--- config.mk ---
export PLATFORM = sky130hd
export DESIGN_NAME = rr_mux_reg
export DESIGN_NICKNAME = d
export VERILOG_FILES = /design/src/rtl/rr_mux_pkg.sv /design/src/rtl/rr_mux_reg_arbiter.sv /design/src/rtl/rr_mux_reg.sv
export SDC_FILE = /design/constraint.sdc
export NUM_CORES = 1
export LEC_CHECK = 0
export CAP_MARGIN = 10
export CORE_UTILIZATION = 37
export CTS_CLUSTER_SIZE = 28
export DETAILED_ROUTE_END_ITERATION = 10
export PLACE_DENSITY = 0.81
export SLEW_MARGIN = 20
export SYNTH_ARGS = -nofsm -noshare
export SYNTH_HDL_FRONTEND = slang
export SYNTH_SLANG_ARGS = --single-unit
--- constraint.sdc ---
create_clock -name clk -period 6.5 [get_ports clk]
set_input_delay 1.95 -clock clk [delete_from_list [all_inputs] [get_ports clk]]
set_output_delay 1.95 -clock clk [all_outputs]
set_load 0.02 [all_outputs]
--- src/rtl/rr_mux_pkg.sv ---
`default_nettype none
// ----------------------------------------------------------------------------
// | Module   : rr_mux_pkg                                                    |
// | Desc     : Shared defaults, counter width, select-width helper and the   |
// |            output-register state encoding for the round-robin mux.       |
// | Revision : 1.0 - initial release                                         |
// ----------------------------------------------------------------------------
package rr_mux_pkg;

  localparam int RR_WIDTH_DEF = 16;
  localparam int RR_N_DEF     = 8;
  localparam int ACC_CNT_W    = 16;

  // Width of a channel index; a lone channel still needs one bit of select.
  function automatic int sel_w(input int n);
    return (n <= 1) ? 1 : $clog2(n);
  endfunction

  typedef enum logic {
    ST_EMPTY = 1'b0,
    ST_FULL  = 1'b1
  } out_state_t;

endpackage
`default_nettype wire

--- src/rtl/rr_mux_reg_arbiter.sv ---
`default_nettype none
// ----------------------------------------------------------------------------
// | Module   : rr_arbiter                                                    |
// | Desc     : Combinational rotating-priority arbiter. Searches ptr, ptr+1, |
// |            ... wrapping modulo N and grants the first requester.         |
// | Revision : 1.0 - initial release                                         |
// ----------------------------------------------------------------------------
module rr_arbiter
  import rr_mux_pkg::*;
#(
  parameter int N = RR_N_DEF
) (
  input  logic [N-1:0]        req,
  input  logic [sel_w(N)-1:0] ptr,
  output logic [N-1:0]        grant
);

  localparam int SELW = sel_w(N);
  // N expressed one bit wider than a select so ptr+offset never overflows.
  localparam logic [SELW:0] N_EXT = (SELW+1)'(N);

  logic [SELW:0]   sum;
  logic [SELW-1:0] idx;
  logic            found;

  // Walk the search order once; the wrap is modulo N so no phantom channels.
  always_comb begin
    grant = '0;
    found = 1'b0;
    sum   = '0;
    idx   = '0;
    for (int o = 0; o < N; o++) begin
      sum = {1'b0, ptr} + (SELW+1)'(o);
      if (sum >= N_EXT) begin
        sum = sum - N_EXT;
      end
      idx = sum[SELW-1:0];
      if (!found && req[idx]) begin
        grant[idx] = 1'b1;
        found      = 1'b1;
      end
    end
  end

endmodule
`default_nettype wire

--- src/rtl/rr_mux_reg.sv ---
`default_nettype none
// ----------------------------------------------------------------------------
// | Module   : rr_mux_reg                                                    |
// | Desc     : N-channel round-robin multiplexer into a single output        |
// |            register with valid/ready handshakes on both sides.           |
// |            Optional accept counter: define RR_MUX_ACC_CNT_EN.            |
// | Revision : 1.0 - initial release                                         |
// ----------------------------------------------------------------------------
module rr_mux_reg
  import rr_mux_pkg::*;
#(
  parameter int WIDTH = RR_WIDTH_DEF,
  parameter int N     = RR_N_DEF
) (
  input  logic                  clk,
  input  logic                  rst_n,
  input  logic [N-1:0]          in_valid,
  input  logic [N*WIDTH-1:0]    in_data,
  output logic [N-1:0]          in_ready,
  output logic                  out_valid,
  output logic [WIDTH-1:0]      out_data,
  output logic [sel_w(N)-1:0]   out_sel,
  input  logic                  out_ready
`ifdef RR_MUX_ACC_CNT_EN
  ,
  output logic [ACC_CNT_W-1:0]  acc_cnt
`endif
);

  localparam int SELW = sel_w(N);

  out_state_t       state;
  logic [SELW-1:0]  ptr;
  logic [N-1:0]     grant;
  logic             out_free;
  logic             accept;
  logic [SELW-1:0]  gsel;
  logic [WIDTH-1:0] gdata;
  logic [SELW-1:0]  ptr_next;

  rr_arbiter #(
    .N (N)
  ) u_arb (
    .req   (in_valid),
    .ptr   (ptr),
    .grant (grant)
  );

  assign out_valid = (state == ST_FULL);
  assign out_free  = !out_valid || out_ready;
  // Reset gating keeps every channel stalled while rst_n is held low.
  assign in_ready  = (rst_n && out_free) ? grant : '0;
  assign accept    = |in_ready;
  assign ptr_next  = (gsel == SELW'(N-1)) ? '0 : gsel + SELW'(1);

  // Encode the one-hot grant and steer the granted channel's data.
  always_comb begin
    gsel  = '0;
    gdata = '0;
    for (int i = 0; i < N; i++) begin
      if (grant[i]) begin
        gsel  = SELW'(i);
        gdata = in_data[i*WIDTH +: WIDTH];
      end
    end
  end

  // Output register state machine; an accept always wins over a drain.
  always_ff @(posedge clk or negedge rst_n) begin
    if (!rst_n) begin
      state    <= ST_EMPTY;
      out_data <= '0;
      out_sel  <= '0;
      ptr      <= '0;
    end else begin
      case (state)
        ST_EMPTY: begin
          if (accept) begin
            state    <= ST_FULL;
            out_data <= gdata;
            out_sel  <= gsel;
            ptr      <= ptr_next;
          end
        end
        ST_FULL: begin
          if (accept) begin
            out_data <= gdata;
            out_sel  <= gsel;
            ptr      <= ptr_next;
          end else if (out_ready) begin
            state <= ST_EMPTY;
          end
        end
        default: state <= ST_EMPTY;
      endcase
    end
  end

`ifdef RR_MUX_ACC_CNT_EN
  // Saturating count of accepted words.
  always_ff @(posedge clk or negedge rst_n) begin
    if (!rst_n) begin
      acc_cnt <= '0;
    end else if (accept && (acc_cnt != '1)) begin
      acc_cnt <= acc_cnt + ACC_CNT_W'(1);
    end
  end
`endif

endmodule
`default_nettype wire
==> flow_summary.ini <==
[status]
status = completed

[detailed_routing]
drc = 0
wire_per_inst_microns = 22.36
routed-via-count = 4473
ant_nets = 0
drt_iter0_drc = 367
wl_mm = 15.70
drt_pass1_iterations = 5
viasPerCell = 6.372

[sta]
worst_pin_slew_ns = 0.8119
finalHoldViolations = 0
period_share = 0.9803
max_slew_margin = 0.4549
drv_slew = 0
clock_skew_ns = 0.01333
tns_ns = 0
fmax_ghz = 0.1569
rsz0062_at_grt = no
setup_viol = 0
fin_crit_ns = 6.372

[setup_path]
crit_fanout = 7
worst-setup-path-type = primary input to primary output
reg2reg_slack_ns = 1.52
worst-endpoint-required_ns = 4.55
rr_worst_depth = 15
rr_startpoint = ptr[1]
start_kind = primary input
worstReg2RegEnd = out_data[11]
critPathCaptureType = primary output
arrival_ns = 4.42

[floorplanning]
ioPinCount = 167
initial_core_util = 0.3813
core_sq_um = 8678
fp.dieH_microns = 96.58
rows = 34
die_w_microns = 96.58
dieArea_sq_um = 9327

[clock_network]
cts-root-buf = clkbuf_8
cts.htree.levels = 1
cts_tree = done
clock_path_buffers = 2
clk_latency_ns = 0.27
cts_num_sinks = 23
cts_buffers = 3
clk_pin_slew_worst_paths_ns = 0.07
ctsHoldBuffers = 0

[cells_and_area]
nNetsFinal = 740
areaGrowthSynthToFinish_pct = 72.02
post_route_cells_drive_above_1_share = 0.2260
multi_input_area_sq_um = 2674
final_cells = 702
register_area_sq_um = 575.6
fillers = 712

[min_path]
min_from = out_data[0]
hold_path.class = flop to flop
hold_depth = 1
whs_endpoint = out_data[0]

[global_route]
antenna_found_initial = 1
grt_overflow = 0
grt_pass1_wl_mm = 22.76
grt_pass1_vias = 4204
grt_use_total = 0.3276
grt_max_degree = 35

[synth]
synth_top_area_frac = 0.1739
synth_commonest_cells = 33 x a221oi_1, 23 x clkbuf_1, 23 x dfrtp_1, 21 x nor3_1, 20 x nand2b_1
synth_seq_cells = 23
synthArstFlopShare = 1.000
synthTopCellsByArea = dfrtp_1 17%, a221oi_1 8.7%, mux4_2 6.8%
synth_most_common_cell = a221oi_1
synth_largest_area_cell = dfrtp_1
synth_warnings = 0
avgSynthCellArea_sq_um = 8.596
synth_edf_count = 0
ys_seq_area_frac = 0.1739
yosysUniqueCellTypes = 62
syn_area_sq_um = 3309
synthesis.nets = 531
ys.flop_type = dfrtp_1
synthCells = 385

[run]
drv_cap = 0

[power]
p_per_area_nw_per_um2 = 705.5
power_w = 0.004017
max-vdd-ir-drop_mv = 0.3860
p_leak_nw = 2.182

[placed_design]
io_buffers = 166
gp_congestion = 0.9604
placed_cells = 688
place_hpwl_mm = 11.97
## layer usage
layer,GRT usage,vias to the layer above,routed length [microns]
met5,0,-,0
li1,-,2014,-
met2,0.4806,276,7033
met4,0.09436,0,397
met3,0.1080,39,1864
met1,0.4552,2144,6405
## sequential cells by signal (all words and copies together) (netlist names)
register and count:
ptr 3, out_data 16, out_valid 1, out_sel 3
## worst max path at each step
stage	end	start	cells after the start
finish	in_ready[7]	in_valid[0]	12
CTS	in_ready[3]	in_valid[1]	9
global placement	in_ready[3]	in_valid[1]	9
global route	in_ready[5]	in_valid[0]	12
floorplan	in_ready[6]	in_valid[5]	10
detailed placement	in_ready[3]	in_valid[1]	9
## per-stage QoR
step	util	setup slack, ns	instance area (sq um)	hold slack [ns]
after floorplan	-	-0.05624	3327	0.5970
after global placement	0.6282	-0.5953	5451	0.4811
after detailed placement	0.6282	-0.6211	5451	0.4725
after CTS	0.6471	0.005443	5615	0.5055
after global routing	0.6557	0.003939	5690	0.5161
final	0.6560	0.1277	5693	0.5059
## final cells by class
type	count	share of cell area
Clock inverter	1	0.0008791
Multi-Input combinational cell	320	0.4697
Antenna cell	1	0.0004396
Timing Repair Buffer	240	0.3930
Inverter	6	0.003956
Clock buffer	3	0.007253
Sequential cell	23	0.1011
Tap cell	108	0.02374
## layout by cell type, fill, tap and decap left out, drive strengths merged, types with 5 or more instances in the layout
master / instances
clkdlybuf4s50: 150
buf: 82
a221oi: 33
dfrtp: 23
nor3: 22
nand2b: 20
o211ai: 19
nand2: 18
o22ai: 17
o2bb2ai: 17
or3: 16
o31a: 15
mux2i: 13
nand3: 12
nor4: 12
mux4: 10
o21ai: 9
nand4: 8
nor2: 8
ha: 7
dlymetal6s2s: 7
a31oi: 6
mux2: 6
inv: 5
a21oi: 5
and2: 5
## power by group
part | total (W) | switching [W] | internal (W)
sequential | 0.000298 | 0.0000737 | 0.000225
combinational | 0.00363 | 0.00207 | 0.00156
clock | 0.0000903 | 0.0000475 | 0.0000428
## critical path, stage by stage
cell and delay (ns):
dlygate4sd2_1 0.26, buf_4 0.15, mux4_2 0.52, buf_4 0.17, buf_4 0.13, mux2i_1 0.13
buf_4 0.18, o21ai_1 0.10, a311oi_2 0.28, o211ai_1 0.18, and2_1 0.20, buf_4 0.16
## kinds of logic (layout without fill, tap and decap cells)
| family | Yosys count | in the layout | share of synthesized area |
|---|---|---|---|
| other cells | 0 | 1 | 0 |
| buf+inv | 42 | 250 | 0.06540 |
| simple gates | 139 | 139 | 0.2412 |
| compound gates | 141 | 141 | 0.3512 |
| mux | 29 | 29 | 0.1312 |
| fa+ha+maj | 7 | 7 | 0.02646 |
| flops | 23 | 23 | 0.1739 |
| xor+xnor | 4 | 4 | 0.01059 |
## repair_timing
item,4_1_cts,5_1_grt
resized for setup,54,21
buffers inserted,7,2
endpoints found under the hold margin,0,0
endpoints found under the setup margin,8,8
pin swaps,8,13
Note: power is estimated with default switching activity, not from simulation.
